===== src/rtl/push_btn_multi_press_pkg.sv =====
// -----------------------------------------------------------------------------
// push_btn_pkg
// Shared definitions for the multi-press burst counter:
//   state_t              - FSM state encoding (IDLE, COUNT, HOLD)
//   DefaultTimeoutCycles - default idle gap that closes a burst
//   DefaultCountWidth    - default width of the press counter
//   timerWidth()         - bits needed for a timer counting 0..cycles-1
// -----------------------------------------------------------------------------
package push_btn_pkg;

    typedef enum logic [1:0] {
        IDLE  = 2'd0,
        COUNT = 2'd1,
        HOLD  = 2'd2
    } state_t;

    localparam int DefaultTimeoutCycles = 16;
    localparam int DefaultCountWidth    = 3;

    // A timer that only ever reaches cycles-1 needs clog2(cycles) bits,
    // but never less than one bit so the register stays well formed.
    function automatic int timerWidth(input int cycles);
        int w;
        w = $clog2(cycles);
        return (w < 1) ? 1 : w;
    endfunction

endpackage


===== src/rtl/push_btn_multi_press_if.sv =====
// -----------------------------------------------------------------------------
// push_btn_multi_press_if
// Bundles the press input, the valid/ready burst result and the status flags.
//   button_pressed - one-cycle press pulse from the debouncer
//   press_ready    - consumer accepts the pending result
//   press_count    - number of presses in the completed burst
//   press_valid    - burst result available
//   busy           - a burst is being counted
//   dropped        - a press was discarded while a result was pending
// master: the surrounding system (drives pulses and ready)
// slave : the burst counter
// -----------------------------------------------------------------------------
interface push_btn_multi_press_if #(
    parameter int CountWidth = 3
) ();

    logic                  button_pressed;
    logic                  press_ready;
    logic [CountWidth-1:0] press_count;
    logic                  press_valid;
    logic                  busy;
    logic                  dropped;

    modport master (
        output button_pressed,
        output press_ready,
        input  press_count,
        input  press_valid,
        input  busy,
        input  dropped
    );

    modport slave (
        input  button_pressed,
        input  press_ready,
        output press_count,
        output press_valid,
        output busy,
        output dropped
    );

endinterface


===== src/rtl/push_btn_multi_press_gap_timer.sv =====
// -----------------------------------------------------------------------------
// push_btn_gap_timer
// Counts idle cycles inside a burst; o_expired flags the last idle cycle.
//   clock     - system clock, rising edge
//   reset     - asynchronous, active-low reset
//   i_clear   - force the timer back to zero (has priority over i_enable)
//   i_enable  - advance the timer by one
//   o_expired - high while the timer sits at TimeoutCycles-1
// -----------------------------------------------------------------------------
module push_btn_gap_timer
    import push_btn_pkg::*;
#(
    parameter int TimeoutCycles = DefaultTimeoutCycles
) (
    input  logic clock,
    input  logic reset,
    input  logic i_clear,
    input  logic i_enable,
    output logic o_expired
);

    localparam int                    TimerWidth = timerWidth(TimeoutCycles);
    localparam logic [TimerWidth-1:0] LastCount  = TimerWidth'(TimeoutCycles - 1);

    logic [TimerWidth-1:0] r_timer;

    // The timer stops at LastCount so it can never run past the timeout,
    // even if the owner keeps it enabled for an extra cycle.
    always_ff @(posedge clock or negedge reset) begin
        if (!reset) begin
            r_timer <= '0;
        end else if (i_clear) begin
            r_timer <= '0;
        end else if (i_enable && (r_timer != LastCount)) begin
            r_timer <= r_timer + TimerWidth'(1);
        end
    end

    assign o_expired = (r_timer == LastCount);

endmodule


===== src/rtl/push_btn_multi_press.sv =====
// -----------------------------------------------------------------------------
// push_btn_multi_press
// Groups debounced press pulses that are closer together than TimeoutCycles
// into one burst and reports the burst size over a valid/ready handshake.
//   clock - system clock, rising edge
//   reset - asynchronous, active-low reset
//   bus   - push_btn_multi_press_if.slave (pulse in, burst result out, status)
// -----------------------------------------------------------------------------
module push_btn_multi_press
    import push_btn_pkg::*;
#(
    parameter int TimeoutCycles = DefaultTimeoutCycles,
    parameter int CountWidth    = DefaultCountWidth
) (
    input  logic                    clock,
    input  logic                    reset,
    push_btn_multi_press_if.slave   bus
);

    localparam logic [CountWidth-1:0] CountMax = '1;
    localparam logic [CountWidth-1:0] CountOne = CountWidth'(1);

    state_t                r_state;
    logic [CountWidth-1:0] r_count;
    logic [CountWidth-1:0] r_pressCount;
    logic                  r_pressValid;
    logic                  r_busy;
    logic                  r_dropped;

    logic                  w_expired;
    logic                  w_timerClear;
    logic                  w_timerEnable;
    logic                  w_transfer;

    // The timer only runs while counting; every press and the timeout itself
    // restart it, and outside COUNT it is held at zero so a new burst always
    // starts from a clean gap.
    assign w_timerEnable = (r_state == COUNT);
    assign w_timerClear  = (r_state != COUNT) | bus.button_pressed | w_expired;
    assign w_transfer    = r_pressValid & bus.press_ready;

    push_btn_gap_timer #(
        .TimeoutCycles (TimeoutCycles)
    ) u_gapTimer (
        .clock     (clock),
        .reset     (reset),
        .i_clear   (w_timerClear),
        .i_enable  (w_timerEnable),
        .o_expired (w_expired)
    );

    // Burst state machine. A press arriving together with the timeout keeps
    // the burst open; a press during HOLD is only counted if the pending
    // result leaves in the same cycle, otherwise it is reported as dropped.
    always_ff @(posedge clock or negedge reset) begin
        if (!reset) begin
            r_state      <= IDLE;
            r_count      <= '0;
            r_pressCount <= '0;
            r_pressValid <= 1'b0;
            r_busy       <= 1'b0;
            r_dropped    <= 1'b0;
        end else begin
            r_dropped <= 1'b0;
            case (r_state)
                IDLE: begin
                    if (bus.button_pressed) begin
                        r_state <= COUNT;
                        r_count <= CountOne;
                        r_busy  <= 1'b1;
                    end
                end
                COUNT: begin
                    if (bus.button_pressed) begin
                        if (r_count != CountMax) begin
                            r_count <= r_count + CountOne;
                        end
                    end else if (w_expired) begin
                        r_state      <= HOLD;
                        r_pressCount <= r_count;
                        r_pressValid <= 1'b1;
                        r_count      <= '0;
                        r_busy       <= 1'b0;
                    end
                end
                HOLD: begin
                    if (w_transfer) begin
                        r_pressValid <= 1'b0;
                        if (bus.button_pressed) begin
                            r_state <= COUNT;
                            r_count <= CountOne;
                            r_busy  <= 1'b1;
                        end else begin
                            r_state <= IDLE;
                        end
                    end else if (bus.button_pressed) begin
                        r_dropped <= 1'b1;
                    end
                end
                default: begin
                    r_state      <= IDLE;
                    r_count      <= '0;
                    r_pressValid <= 1'b0;
                    r_busy       <= 1'b0;
                end
            endcase
        end
    end

    assign bus.press_count = r_pressCount;
    assign bus.press_valid = r_pressValid;
    assign bus.busy        = r_busy;
    assign bus.dropped     = r_dropped;

endmodule


===== src/flat_wrapper.sv =====
// flat-port wrapper written by rule: the top's interface ports become plain ports
module push_btn_multi_press_flat import push_btn_pkg::*;
#(
    parameter int TimeoutCycles = DefaultTimeoutCycles,
    parameter int CountWidth    = DefaultCountWidth
)
  (clock, reset, bus_button_pressed, bus_press_ready, bus_press_count, bus_press_valid, bus_busy, bus_dropped);
  push_btn_multi_press_if #(.CountWidth(CountWidth)) bus_i ();
  input  logic clock;
  input  logic reset;
  input wire logic [$bits(bus_i.button_pressed)-1:0] bus_button_pressed;
  input wire logic [$bits(bus_i.press_ready)-1:0] bus_press_ready;
  output wire logic [$bits(bus_i.press_count)-1:0] bus_press_count;
  output wire logic [$bits(bus_i.press_valid)-1:0] bus_press_valid;
  output wire logic [$bits(bus_i.busy)-1:0] bus_busy;
  output wire logic [$bits(bus_i.dropped)-1:0] bus_dropped;
  assign bus_i.button_pressed = bus_button_pressed;
  assign bus_i.press_ready = bus_press_ready;
  assign bus_press_count = bus_i.press_count;
  assign bus_press_valid = bus_i.press_valid;
  assign bus_busy = bus_i.busy;
  assign bus_dropped = bus_i.dropped;
  push_btn_multi_press #(.TimeoutCycles(TimeoutCycles), .CountWidth(CountWidth)) u_core (.clock(clock), .reset(reset), .bus(bus_i));
endmodule

===== config.mk =====
export PLATFORM = sky130hd
export DESIGN_NAME = push_btn_multi_press_flat
export DESIGN_NICKNAME = d
export VERILOG_FILES = /design/src/rtl/push_btn_multi_press_pkg.sv /design/src/rtl/push_btn_multi_press_if.sv /design/src/rtl/push_btn_multi_press_gap_timer.sv /design/src/rtl/push_btn_multi_press.sv /design/src/flat_wrapper.sv
export SDC_FILE = /design/constraint.sdc
export NUM_CORES = 1
export LEC_CHECK = 0
export ABC_CLOCK_PERIOD_IN_PS = 1600
export BUFFER_PORTS_ARGS = -buffer_cell sky130_fd_sc_hd__buf_2
export CAP_MARGIN = 10
export CORE_UTILIZATION = 31
export DETAILED_ROUTE_END_ITERATION = 6
export PLACE_DENSITY = 0.57
export SYNTH_ARGS = -nofsm -noshare
export SYNTH_HDL_FRONTEND = slang
export SYNTH_HIERARCHICAL = 1
export SYNTH_SLANG_ARGS = --single-unit

===== constraint.sdc =====
create_clock -name clock -period 1.6 [get_ports clock]
set_clock_uncertainty 0.1 [all_clocks]
set_input_delay 0.32 -clock clock [delete_from_list [all_inputs] [get_ports clock]]
set_output_delay 0.32 -clock clock [all_outputs]
set_load 0.01 [all_outputs]

---- Word-level counts from Yosys, hierarchy flattened ----
Index checks and enable logic that the tools add are counted.
cells by class
  $add $sub $neg .......................... 2
  equal/unequal tests ..................... 12
  muxes and demuxes ....................... 26
  bitwise logic cells ..................... 5
  reduce and logical (&&, ||, !) cells .... 8
operators by type and width
  operator                                                number
  two-way mux 3 bit                                       5
  two-way mux 1 bit                                       11
  one-hot mux 3 bit (3 select lines)                      1
  AND reduction 3 bit                                     3
  two-way mux 2 bit                                       4
  two-way mux 4 bit                                       2
  AND reduction 4 bit                                     2
  inequality test 2 x 1 -> 1 bit (second input constant)  3
  inequality test 3 x 2 -> 1 bit (second input constant)  2
  one-hot mux 1 bit (3 select lines)                      2
  one-hot mux 2 bit (3 select lines)                      1
  adder 4 x 1 -> 4 bit (second input constant)            1
  equality test 4 bit (second input constant)             1
  inequality test 2 bit (second input constant)           2
  inequality test 4 bit (second input constant)           1
  adder 3 x 1 -> 3 bit (second input constant)            1
  inequality test 3 bit (second input constant)           1
  equality test 2 x 1 -> 1 bit (second input constant)    1
  equality test 2 bit (second input constant)             1
  logical NOT 2 bit                                       1
  inverter 1 bit                                          2
  OR 1 bit                                                2
  nonzero test 2 bit                                      1
  bitwise AND 1 bit                                       1
  logical AND 1 bit                                       1
word-level totals
  register bits ........................... 15
  input bits .............................. 4
  word-level logic and storage cells ...... 60

---- Longest topological paths before layout ----
Gate-level depths: netlist of the first run.
  depth in word-level cells ............... 4
  gate-level depth with buffers ........... 6
  mapped depth without buffers ............ 6

---- Cells and area by module ----
The synthesis of the first run kept the hierarchy.
by module, submodules not included
  module                times used  cells each  area an instance (µm²)  sequential area each (µm²)
  push_btn_multi_press  1           51          549.3                   275.3
  push_btn_gap_timer    1           20          229.0                   100.1

---- Least setup slack after synthesis of the first run ----
Ideal clock, no wire load.
  path kind ............................... register to register
  start ................................... register u_core.r_count[0]
  end ..................................... register u_core.r_count[2]
  setup time .............................. 0.121 ns
  data arrival time ....................... 1.379 ns
  data required time ...................... 1.379 ns
  setup slack ............................. 0.000 ns
  cell stages (with the launch flop) ...... 7
  clock period less this slack ............ 1.600 ns
  cell sequence ........................... dfrtp_1 > ha_1 > ha_1 > nand2_1 > o22ai_1 > or3_4 > a22o_1
between the ends
  cells in the longest elaborated chain, start to end .. 4
  elaborated cells between the ends (all ways) .. 7
  classes of those cells .................. 1 x add/sub; 2 x eq/ne; 3 x mux; 1 x reduce/logical
ends and longest elaborated chain
  element                             line                        source
  from (decl)                         push_btn_multi_press.sv:24  logic [CountWidth-1:0] r_count;
  from (signal assigned)              push_btn_multi_press.sv:69  r_count <= CountOne;
  from (signal assigned)              push_btn_multi_press.sv:76  r_count <= r_count + CountOne;
  from (signal assigned)              push_btn_multi_press.sv:91  r_count <= CountOne;
  adder 3 x 1 -> 3 bit                push_btn_multi_press.sv:76
  two-way mux 3 bit                   push_btn_multi_press.sv:75  if (r_count != CountMax) begin
  two-way mux 3 bit                   push_btn_multi_press.sv:74  if (bus.button_pressed) begin
  one-hot mux 3 bit (3 select lines)  push_btn_multi_press.sv:65  case (r_state)
Several ways; a longest one is shown, not always the timed one. The select of a mux whose other input is x is not followed.
A chain may end at the register's enable or synchronous reset.

---- Worst setup path in the final report of the first run ----
  start ................................... register u_core.r_count[1]
  end ..................................... register u_core.r_count[1]
Same word-level chain as after synthesis.

==> summary by stage, run 1 <==
Cells and area
The final-layout fill cell count is between 200 and 250. The antenna diode count is 0. The net count of the finished layout is between 100 and 150. The post-synthesis to final-layout area growth is 28.46%. Of the cells placed in the final design, the portion with a size suffix greater than 1 is between 40% and 50%.

Power
The clock network is responsible for between 20 and 25% of the overall power. The worst-case IR drop observed on VDD is a little over 0.0007 V. The share of total power in combinational logic is ~25%. The leakage power figure is a little over 0.5 nW. The net switching component of the power is around 0.25 mW. The internal power is around 0.65 mW. The power per cell area is 899.9 mW/mm^2. Sequential cells account for around half of the total power. Net switching is 27.98% of the power.

Synthesis
In this run, synthesis produced a sequential element count of 15. The synthesized netlist occupies a cell area of between 700 and 800 um^2. The share of Yosys cell area claimed by the top area cell type is just under 50%. The net count of the mapped netlist is between 70 and 80. Ranked by total cell area, the synthesized netlist is headed by sky130_fd_sc_hd__dfrtp_1 48%, sky130_fd_sc_hd__ha_1 4.8%, sky130_fd_sc_hd__mux2_2 4.3%, sky130_fd_sc_hd__a21oi_1 3.2%, sky130_fd_sc_hd__nor3_1 2.6%. The synthesized area divided by synthesized cell count is approximately 11 um^2. After synthesis, the netlist uses 31 different library cells. Among all flip-flop cells after synthesis, the most frequent one is sky130_fd_sc_hd__dfrtp_1. After synthesis, flip-flops and latches occupy 48.23% of the total area. The synthesized design contains 0 enable-type register cells. Ranked by instance count, the synthesized netlist is headed by 15 x sky130_fd_sc_hd__dfrtp_1, 5 x sky130_fd_sc_hd__a21oi_1, 5 x sky130_fd_sc_hd__nand2_1. The cell type with the highest aggregate area in the netlist is sky130_fd_sc_hd__dfrtp_1. Yosys printed 6 warnings. The synthesized instance count is 71. The library cell with the highest instance count after synthesis is sky130_fd_sc_hd__dfrtp_1. After synthesis, the share of flip-flops with an asynchronous set or reset is 100.0%.

Floorplan
The height of the die is roughly 52 um. 10 I/O pins were placed. The floorplan step defined a die boundary enclosing between 0.002 and 0.003 mm^2. The core region is ~0.0023 mm^2. The die extent in x is roughly 52 um.

The site row count is 17. The starting density of the core is 33.88%.

Timing
After layout, the worst path uses between 90% and 100% of the clock period. The setup slack after layout is around 4.5 ps. Setup repair after global routing could not meet its margin everywhere. The slew at the pin closest to its max-slew limit is 349.0 ps.

The worst path in the final design needs a cycle of between 1500 and 2000 ps, including I/O delays and setup. The final count of pins violating max slew was 0. The final hold violation count is 0. The setup-violating endpoint count in the final report is 0. The tightest hold path in the finished design has a slack of 217.9 ps. Derived from the worst setup path, the maximum achievable clock frequency is roughly 0.63 GHz. The worst slew margin relative to its limit is 76.73%.

Place
Input and output buffers added on the ports amount to 9. The final weighted congestion in routability-driven placement is about 0.8. The post-detailed-placement half-perimeter wirelength is between 1 and 1.5 mm. At the placement stage, the worst setup path has a slack of -37.45 ps.

Drt
For this block, the via count after detailed routing is between 600 and 700. The first-pass detailed-route iteration total is 5. For this run, design rule violations remaining after detail routing come to 0.

The average vias per placed instance is 5.000. The total routed wirelength is roughly 1.6 mm. After the first detailed-routing iteration, the DRC count stood at 11.

Dividing the detail-routed wire length by the instance count gives about 13 um. The antenna violation net count after detailed routing is 0.

CTS
CTS built an H-tree with a depth of 1. The clock drives 15 sinks. The clock reaches the later pin of the worst-skew pair after 280 ps. The CTS buffer count is 3. Counting along the longest clock path gives a buffer depth of 2.

The CTS root buffer is sky130_fd_sc_hd__clkbuf_4. The clock transition time at the flip-flop clock pins of the worst setup and hold paths is approximately 90 ps. In this run the post-CTS setup repair buffer count came out at 0. The TritonCTS clock tree is yes.

Worst hold path
The type of the tightest min-delay check is in2reg.

Global route
The number of antenna violations at the first check in global routing is 0. The layer flagged by global routing as most heavily used is met2. The aggregate global routing overflow is 0.

The number of global-route vias before repair is roughly 600. The first global-routing pass estimated roughly 2.7 mm of wire. Entering global routing, the biggest net connects 16 pins. In the global route stage, met3 resource usage came out at between 5 and 6%.

In the global route stage, overall resource usage came out at 13.72%. For this run, global-route usage on met1 was measured as between 15 and 20%. In the global route stage, met2 resource usage came out at between 20% and 30%.

Worst setup path
At the worst endpoint, the arrival time is between 1500 and 2000 ps. At the worst endpoint, the required time is between 1500 and 2000 ps. In this run the worst path has a maximum fanout of 3. The type of the setup path with the least slack is reg2reg. The category of the worst setup path launch point is a flop.

The worst setup path is captured at a flop.

Run
The number of maximum-capacitance violations is 0.

Outcome
The run finished with clean final reports.
[layer usage]
layer | part of all wire (%) | vias to the layer above
met5 | 0 | -
met4 | 0.64 | 0
met3 | 4.1 | 2
met2 | 46 | 11
met1 | 49 | 301
li1 | - | 301
[timing repair]
| action | CTS | global route |
|---|---|---|
| hold buffers | 1 | 0 |
| hold endpoints to repair | 15 | 0 |
| pin swaps | 1 | 2 |
| setup endpoints to repair | 6 | 9 |
| gates resized for setup | 5 | 4 |
[worst paths after layout]
check	endpoint	from	cells past startpoint	slack, ps
max in group asynchronous	u_core/u_gapTimer/r_timer[3]$_DFFE_PN0P_	reset	2	770
min in group asynchronous	u_core/bus.press_valid$_DFFE_PN0P_	reset	2	370
min	u_core/bus.press_valid$_DFFE_PN0P_	bus_press_ready	3	220
max	u_core/r_count[1]$_DFFE_PN0P_	u_core/r_count[1]$_DFFE_PN0P_	6	5
min reg2reg	u_core/bus.press_count[1]$_DFFE_PN0P_	u_core/bus.press_count[1]$_DFFE_PN0P_	1	410
max reg2reg	u_core/r_count[1]$_DFFE_PN0P_	u_core/r_count[1]$_DFFE_PN0P_	6	5
[cell usage in the layout, fill, tap and decap left out]
cell | netlist | layout
sky130_fd_sc_hd__dfrtp_1 | 15 | 15
sky130_fd_sc_hd__buf_4 | 0 | 11
sky130_fd_sc_hd__buf_2 | 0 | 9
sky130_fd_sc_hd__a21oi_1 | 5 | 5
sky130_fd_sc_hd__nand2_1 | 5 | 4
sky130_fd_sc_hd__nor3_1 | 4 | 4
sky130_fd_sc_hd__clkbuf_4 | 0 | 3
sky130_fd_sc_hd__inv_1 | 4 | 3
sky130_fd_sc_hd__nor2_1 | 4 | 3
sky130_fd_sc_hd__nand2b_1 | 3 | 3
sky130_fd_sc_hd__mux2_2 | 3 | 3
sky130_fd_sc_hd__a22o_1 | 2 | 2
sky130_fd_sc_hd__nor2b_1 | 2 | 2
sky130_fd_sc_hd__o21ai_0 | 2 | 2
sky130_fd_sc_hd__ha_2 | 0 | 2
sky130_fd_sc_hd__clkbuf_1 | 0 | 1
sky130_fd_sc_hd__dlygate4sd3_1 | 0 | 1
sky130_fd_sc_hd__or2b_2 | 1 | 1
sky130_fd_sc_hd__inv_2 | 0 | 1
sky130_fd_sc_hd__nand3_2 | 0 | 1
sky130_fd_sc_hd__and3b_1 | 1 | 1
sky130_fd_sc_hd__nand2_2 | 0 | 1
sky130_fd_sc_hd__o22ai_2 | 0 | 1
sky130_fd_sc_hd__or3_4 | 1 | 1
sky130_fd_sc_hd__o31ai_1 | 1 | 1
sky130_fd_sc_hd__a22oi_2 | 1 | 1
sky130_fd_sc_hd__nor2_2 | 0 | 1
sky130_fd_sc_hd__or2_2 | 1 | 1
sky130_fd_sc_hd__o32ai_1 | 1 | 1
sky130_fd_sc_hd__o2bb2ai_1 | 1 | 1
sky130_fd_sc_hd__o211a_1 | 1 | 1
sky130_fd_sc_hd__ha_4 | 0 | 1
sky130_fd_sc_hd__and3_4 | 1 | 1
sky130_fd_sc_hd__nand4_1 | 1 | 1
sky130_fd_sc_hd__or2_0 | 1 | 1
sky130_fd_sc_hd__and4b_2 | 1 | 1
sky130_fd_sc_hd__nor2b_4 | 1 | 1
sky130_fd_sc_hd__mux2i_1 | 1 | 1
sky130_fd_sc_hd__mux2_4 | 1 | 1
[logic make-up (layout without fill, tap and decap cells)]
family	Yosys count	after routing	synth area share, %
compound gates	15	15	13.67
simple gates	28	28	22.35
mux	5	5	7.555
buf+inv	5	29	3.376
fa+ha+maj	3	3	4.824
flops	15	15	48.23
[critical path, cell delays in order (launching register included)]
cell	delay, ps
sky130_fd_sc_hd__dfrtp_1	400
sky130_fd_sc_hd__ha_2	200
sky130_fd_sc_hd__ha_4	160
sky130_fd_sc_hd__nand2_2	60
sky130_fd_sc_hd__o22ai_2	50
sky130_fd_sc_hd__or3_4	340
sky130_fd_sc_hd__a22o_1	180
[sequential cells by signal, summed over array words and instances (netlist names)]
register	count
u_core/bus.busy	1
u_core/bus.press_count	3
u_core/r_count	3
u_core/u_gapTimer/r_timer	4
u_core/r_state	2
u_core/bus.press_valid	1
u_core/bus.dropped	1
[per-stage QoR]
| step | cell area, um^2 | power, mW | std cells | utilization (%) | TNS, ps |
|---|---|---|---|---|---|
| global route | 999.7 | 0.9735 | 123 | 43.52 | -282.3 |
| floorplan | 778.2 | 0.5596 | 71 | - | 0 |
| global placement | 929.6 | 0.6492 | 118 | 40.47 | -70.46 |
| detailed placement | 929.6 | 0.6583 | 118 | 40.47 | -122.4 |
| finish | 999.7 | 0.8997 | 123 | 43.52 | 0 |
| CTS | 985.9 | 0.9126 | 123 | 42.92 | -17.71 |
[layout make-up]
class	instances	area (um^2)	area share (%)
Tap cell	28	35.03	3.504
Timing Repair Buffer	21	137.6	13.77
Multi-Input combinational cell	51	410.4	41.05
Inverter	4	15.01	1.502
Sequential cell	15	375.4	37.55
Clock buffer	4	26.28	2.628
[power groups by stage]
stage / Clock (mW) / Sequential, mW / Combinational, mW
floorplan: 0 / 0.451 / 0.108
CTS: 0.233 / 0.457 / 0.222
detailed placement: 0 / 0.458 / 0.201
finish: 0.220 / 0.456 / 0.223
global placement: 0 / 0.455 / 0.194
global route: 0.249 / 0.460 / 0.264
No activity file was read; power rests on OpenSTA's default activity.
==> run 2: changes to the inputs <==
==> constraint.sdc (replaced) <==
create_clock -name clock -period 1.6 [get_ports clock]
set_clock_uncertainty 0.1 [all_clocks]
set_input_delay 0.32 -clock clock [delete_from_list [all_inputs] [get_ports clock]]
set_output_delay 0.32 -clock clock [all_outputs]
set_load 0.1 [all_outputs]
==> summary by stage, run 2 (synthesized netlist as in run 1, its figures left out) <==
Drt
The remaining design rule violation count is 0 (unchanged). The initial detailed-routing violation count came to 8 (-3). The first-pass detailed-route iteration total is 4 (-1). The total routed wirelength is 1.544 mm (-0.64%). The antenna violation net count after detailed routing is 0 (unchanged).

The average vias per placed instance was 4.967 (-0.66%). The number of vias in the routed layout is 606 (-1.5%). The wire length per cell after detailed routing is 12.66 um (+0.17%).

Run
The number of maximum-capacitance violations is 0 (unchanged).

Global route
In this run the most used layer during global routing was met2. The number of global-route vias before repair is 594 (-1.7%). The number of antenna violations at the first check in global routing is 0 (unchanged). The overall routing resource usage was 13.69% (-0.028 points).

The wire length of the first global-routing pass is 2.559 mm (-3.9%). The met1 track utilization from global routing is 15.68% (-1.7 points). The met3 track demand over resource in global routing is 5.263% (unchanged). The pin count of the biggest net entering global routing is 16 (unchanged). The met2 usage was 21.37% (unchanged). The aggregate global routing overflow was 0 (unchanged).

Timing
The final worst hold slack was 220.9 ps (+2.989 ps). The minimum clock period is 1599 ps (+3.972 ps). The maximum achievable frequency is 0.6252 GHz (-0.25%).

The worst slew margin relative to its limit is 67.97% (-8.8 points). Setup repair after global routing could not meet its margin everywhere. The final hold violation count is 0 (unchanged). The share of the cycle needed by the critical path after routing was 99.97% (+0.25 points). The slew at the pin closest to its max-slew limit is 483.8 ps (+134.8 ps). The final count of pins violating max slew is 0 (unchanged).

The setup-violating endpoint count in the final report is 0 (unchanged). The final-layout setup total negative slack was 0 ps (unchanged). The setup slack after layout is 0.5288 ps (-3.972 ps).

Outcome
The flow ran to the end, and the final reports show no timing, DRC or antenna violations.

Place
The cell count after placement is 116 (-1.7%). The post-detailed-placement half-perimeter wirelength is 1.132 mm (-0.33%). The count of buffers inserted at the top-level ports was 9 (unchanged). The area of placed instances came to 935.9 um^2 (+0.67%). The pre-CTS worst setup slack was -53.63 ps (-16.17 ps). The final weighted congestion in routability-driven placement is 0.7546 (-4.5%).

Power
The peak ir drop on the vdd network is 0.0004741 V (-33%). The leakage power figure was 0.5060 nW (-1.7%). The power per cell area is 906.1 mW/mm^2 (+0.69%). The overall power consumption is 0.9092 mW (+1.1%).

Cells and area
The total non-filler cell area in the finished layout is 0.001003 mm^2 (+0.38%). From synthesis to final layout, the design area changed by 28.94%. The antenna diode count came to 0 (unchanged). In the layout the commonest cells are 14 x sky130_fd_sc_hd__dfrtp_1, 10 x sky130_fd_sc_hd__buf_4, 7 x sky130_fd_sc_hd__buf_2. The fraction of layout instances using a drive strength above 1 was 45.74% (+1.5 points). The net count of the finished layout came to 102 (-0.97%).

The non-filler instance count after layout is 122 (-0.81%). Leaving out fill and tap cells, the most frequent cell in the layout is sky130_fd_sc_hd__dfrtp_1. The flip-flop count of the largest register, all copies and words added came to 4 (unchanged).

Ranked by flip-flop count, first place goes to u_core/u_gapTimer/r_timer. The core occupancy in the finished layout is 43.68% (+0.16 points).

Worst setup path
The critical path data arrival time came to 1690 ps (about the same). The critical path data required time is 1690 ps (about the same). The critical path starts at u_core/r_count[1]$_DFFE_PN0P_. The setup slack of the most critical reg-to-reg path is 0.5 ps (about the same).

The capturing element of the worst setup path is u_core/r_count[1]$_DFFE_PN0P_. The type of the setup path with the least slack is reg2reg. The worst register-to-register path ends at u_core/r_count[1]$_DFFE_PN0P_. The path depth of the worst reg2reg path came to 6 (unchanged).

The startpoint identified for the worst register-to-register timing path is u_core/r_count[1]$_DFFE_PN0P_. STA classifies the critical path startpoint as a flop. The kind of end point of the critical path is a flop. The maximum fanout along the worst path came to 3 (unchanged).

CTS
The insertion delay to the later sink of the worst-skew pair was 290 ps (about the same). The CTS buffer count was 3 (unchanged). The TritonCTS clock tree is yes. The clock transition time at the flip-flop clock pins of the worst setup and hold paths is 100 ps (about the same). In this run the clock root is driven by a sky130_fd_sc_hd__clkbuf_4.

The total number of clock tree sinks is 15 (unchanged). The H-tree depth is 1 (unchanged). The deepest clock path buffer count was 2 (unchanged).

Floorplan
The overall die area is 0.002715 mm^2 (unchanged). The starting density of the core was 33.88% (unchanged). The height of the die came to 52.11 um (unchanged). The site row count is 17 (unchanged). The number of ports placed on the die boundary is 10 (unchanged). The die extent in x is 52.11 um (unchanged). The area of the placeable core is 0.002297 mm^2 (unchanged).

Worst hold path
The min-delay analysis places its worst path in the category in2reg. In this run the most critical hold path is launched from bus_press_ready.
[run 2: worst min-delay path by stage]
stage | cells after the start | slack [ps] | endpoint
2_1_floorplan | 0 | -80 | u_core/bus.busy$_DFFE_PN0P_
3_3_place_gp | 1 | 150 | u_core/bus.press_valid$_DFFE_PN0P_
3_5_place_dp | 1 | 150 | u_core/bus.press_valid$_DFFE_PN0P_
4_1_cts | 3 | 210 | u_core/bus.press_valid$_DFFE_PN0P_
5_1_grt | 3 | 220 | u_core/bus.press_valid$_DFFE_PN0P_
6_report | 3 | 220 | u_core/bus.press_valid$_DFFE_PN0P_
[run 2: critical path: stages (launching register included)]
cell	delay, ps
sky130_fd_sc_hd__dfrtp_1	400
sky130_fd_sc_hd__ha_2	200
sky130_fd_sc_hd__ha_4	160
sky130_fd_sc_hd__nand2_2	60
sky130_fd_sc_hd__o22ai_2	60
sky130_fd_sc_hd__or3_4	350
sky130_fd_sc_hd__a22o_1	180
[run 2: per-layer routing]
layer / vias up / share of wire (%)
met4: 0 / 2.2
met1: 289 / 48
met2: 10 / 46
met5: - / 0
met3: 4 / 3.6
li1: 303 / -
[run 2: power breakdown]
part	switching [mW]	total, mW	internal, mW
Sequential	0.0354	0.455	0.420
Combinational	0.0923	0.234	0.142
Clock	0.123	0.220	0.0969
Total	0.251	0.909	0.658
[run 2: area by class of cell]
| type | count | area (um^2) |
|---|---|---|
| well taps | 28 | 35.03 |
| fillers | 223 | 1294 |
| clock buffers | 4 | 26.28 |
| repair buffers | 20 | 135.1 |
| inverters | 4 | 15.01 |
| flip-flops and latches | 15 | 379.1 |
| multi-input cells | 51 | 412.9 |
[run 2: repair_timing]
item	4_1_cts	5_1_grt
buffers inserted	1	0
setup endpoints to repair	6	12
pin swaps	1	0
hold buffers	1	0
resized for setup	2	6
hold endpoints to repair	15	0
==> run 3: changes to the inputs <==
--- a/config.mk
+++ b/config.mk
@@ -11,6 +11,7 @@
 export CORE_UTILIZATION = 31
 export DETAILED_ROUTE_END_ITERATION = 6
 export PLACE_DENSITY = 0.57
+export RECOVER_POWER = 100
 export SYNTH_ARGS = -nofsm -noshare
 export SYNTH_HDL_FRONTEND = slang
 export SYNTH_HIERARCHICAL = 1
==> summary by stage, run 3 (synthesized netlist as in run 1, its figures left out) <==
Worst setup path
The worst setup path is of the reg2reg kind. The critical path data arrival time is 1690 ps (about the same). The critical path startpoint is u_core/r_count[1]$_DFFE_PN0P_. The worst register-to-register path begins at u_core/r_count[1]$_DFFE_PN0P_.

The kind of end point of the critical path is a flop. The critical path data required time is 1690 ps (about the same). The category of the worst setup path launch point is a flop. The maximum fanout along the worst path is 3 (unchanged).

Cells and area
The core occupancy in the finished layout was 43.41% (-0.27 points). Compared with the post-synthesis result, the final layout area differs by 28.14%. The library cell used most frequently in the layout, excluding fill and tap cells, is sky130_fd_sc_hd__dfrtp_1.

The non-filler instance count after layout was 122 (unchanged). In the layout the commonest cells are 14 x sky130_fd_sc_hd__dfrtp_1, 10 x sky130_fd_sc_hd__buf_4, 6 x sky130_fd_sc_hd__buf_2. The final-layout fill cell count is 226 (+1.3%).

The total non-filler cell area in the finished layout came to 997.2 um^2 (-0.62%). The net count of the finished layout is 102 (unchanged). The register with the highest flop count is u_core/u_gapTimer/r_timer.

The antenna diode count is 0 (unchanged). The fraction of layout instances using a drive strength above 1 is 42.55% (-3.2 points). The flip-flop count of the largest register, all copies and words added is 4 (unchanged).

Timing
The final count of pins violating max slew is 0 (unchanged). The final-layout setup total negative slack is -1.564 ps (-1.564 ps). Setup repair after global routing could not meet its margin everywhere.

The final worst hold slack was 207.6 ps (-13.35 ps). The worst slew margin relative to its limit is 45.57% (-22 points). The setup-violating endpoint count in the final report came to 2 (+2).

The share of the cycle needed by the critical path after routing came to 100.1% (+0.11 points). The slew at the pin closest to its max-slew limit is 816.4 ps (+332.6 ps). The minimum clock period is 1601 ps (+1.719 ps). The maximum achievable frequency came to 0.6245 GHz (-0.11%).

The final hold violation count is 0 (unchanged). The setup slack after layout came to -1.190 ps (-1.719 ps).

Global route
The number of global-route vias before repair is 594 (unchanged). The wire length of the first global-routing pass was 2.559 mm (unchanged). The overall routing resource usage is 13.69% (unchanged).

The pin count of the biggest net entering global routing is 16 (unchanged). The aggregate global routing overflow is 0 (unchanged). The number of antenna violations at the first check in global routing came to 0 (unchanged).

Place
The post-detailed-placement half-perimeter wirelength is 1.132 mm (unchanged). The final weighted congestion in routability-driven placement is 0.7546 (unchanged). The count of buffers inserted at the top-level ports was 9 (unchanged). The area of placed instances came to 935.9 um^2 (unchanged).

The cell count after placement is 116 (unchanged).

Worst hold path
The type of the tightest min-delay check is in2reg. The critical hold path startpoint is bus_press_ready.

Outcome
The run finished, with violations left. The checks that failed: negative setup slack.

Power
The share of total power in combinational logic was 25.6% (about the same). The switching part of the total power was 27.64% (about the same). The leakage power figure is 0.5046 nW (-0.26%). The peak ir drop on the vdd network came to 0.0004741 V (about the same). The part of the total power dissipated in the clock network is 24.3% (about the same). The relative contribution of sequential cells to total power is 50.1% (about the same).

The net switching component of the power was 0.2511 mW (about the same). The internal power is 0.6574 mW (-0.11%). The power per cell area is 911.0 mW/mm^2 (+0.54%).

CTS
The deepest clock path buffer count is 2 (unchanged). The clock transition time at the flip-flop clock pins of the worst setup and hold paths was 100 ps (about the same). The insertion delay to the later sink of the worst-skew pair is 290 ps (about the same). The total number of clock tree sinks was 15 (unchanged). The CTS buffer count is 3 (unchanged). CTS placed an instance of sky130_fd_sc_hd__clkbuf_4 at the clock tree root. The TritonCTS clock tree is yes. The H-tree depth is 1 (unchanged).

Floorplan
The number of ports placed on the die boundary is 10 (unchanged). The height of the die is 52.11 um (unchanged). The die extent in x is 52.11 um (unchanged). The starting density of the core is 33.88% (unchanged).

The site row count is 17 (unchanged). The area of the placeable core came to 0.002297 mm^2 (unchanged). The overall die area is 0.002715 mm^2 (unchanged).

Drt
The wire length per cell after detailed routing is 12.61 um (-0.32%). The average vias per placed instance is 4.943 (-0.50%). The initial detailed-routing violation count is 10 (+2). The remaining design rule violation count was 0 (unchanged). The total routed wirelength is 1.539 mm (-0.32%).

The number of vias in the routed layout is 603 (-0.50%). The first-pass detailed-route iteration total was 4 (unchanged). The antenna violation net count after detailed routing was 0 (unchanged).

Run
The number of maximum-capacitance violations is 0 (unchanged).
## run 3: changes by cell type in the layout (fill, tap and decap cells not counted)
cell,before,now
sky130_fd_sc_hd__clkbuf_1,1,2
sky130_fd_sc_hd__nand2_1,3,4
sky130_fd_sc_hd__buf_2,7,6
sky130_fd_sc_hd__ha_1,0,1
sky130_fd_sc_hd__nand2_2,2,1
sky130_fd_sc_hd__ha_2,2,1
## run 3: layer usage
metal  wire length, um  up-vias  GRT usage (%)
met4                34        0          8.108
met3                79        4          5.263
met1               722      283          15.68
li1                  -      300              -
met2               702       16          21.37
met5                 0        -              0
## run 3: per-stage QoR
stage	power [mW]	worst slack, ps
global route	0.9820	-60.21
global placement	0.6723	-54.94
finish	0.9085	-1.190
floorplan	0.5840	-6.945
detailed placement	0.6762	-53.63
CTS	0.9229	-2.681
## run 3: critical path, cell delays in order (launching register included)
cell and delay (ps):
sky130_fd_sc_hd__dfrtp_1 400, sky130_fd_sc_hd__ha_2 200, sky130_fd_sc_hd__ha_4 160, sky130_fd_sc_hd__nand2_2 60, sky130_fd_sc_hd__o22ai_2 60, sky130_fd_sc_hd__or3_4 350, sky130_fd_sc_hd__a22o_1 180
## run 3: area by class of cell
type                            count  area [um^2]  share of cell area (%)
Clock buffer                        4        26.28                   2.635
Sequential cell                    15        379.1                   38.02
Multi-Input combinational cell     51        407.9                   40.90
Inverter                            4        15.01                   1.506
Tap cell                           28        35.03                   3.513
Timing Repair Buffer               20        133.9                   13.43
## run 3: worst paths after layout
check	to	slack (ps)	depth (start not counted)
max	u_core/r_count[1]$_DFFE_PN0P_	-1	6
min	u_core/bus.press_valid$_DFFE_PN0P_	210	3
max reg2reg	u_core/r_count[1]$_DFFE_PN0P_	-1	6
min reg2reg	u_core/bus.press_count[2]$_DFFE_PN0P_	410	1
max in group asynchronous	u_core/bus.press_valid$_DFFE_PN0P_	280	2
min in group asynchronous	u_core/bus.press_valid$_DFFE_PN0P_	530	2
## run 3: power groups by stage
stage | combinational, mW | clock [mW] | sequential (mW)
final | 0.233 | 0.221 | 0.455
after floorplan | 0.126 | 0 | 0.459
after global placement | 0.211 | 0 | 0.461
after global routing | 0.278 | 0.245 | 0.459
after CTS | 0.237 | 0.231 | 0.455
after detailed placement | 0.213 | 0 | 0.464
## run 3: timing repair
action,CTS,global route
hold buffers,1,0
endpoints found under the setup margin,6,12
setup buffers,1,0
endpoints found under the hold margin,15,0
resized for setup,2,6
pin swaps,1,0
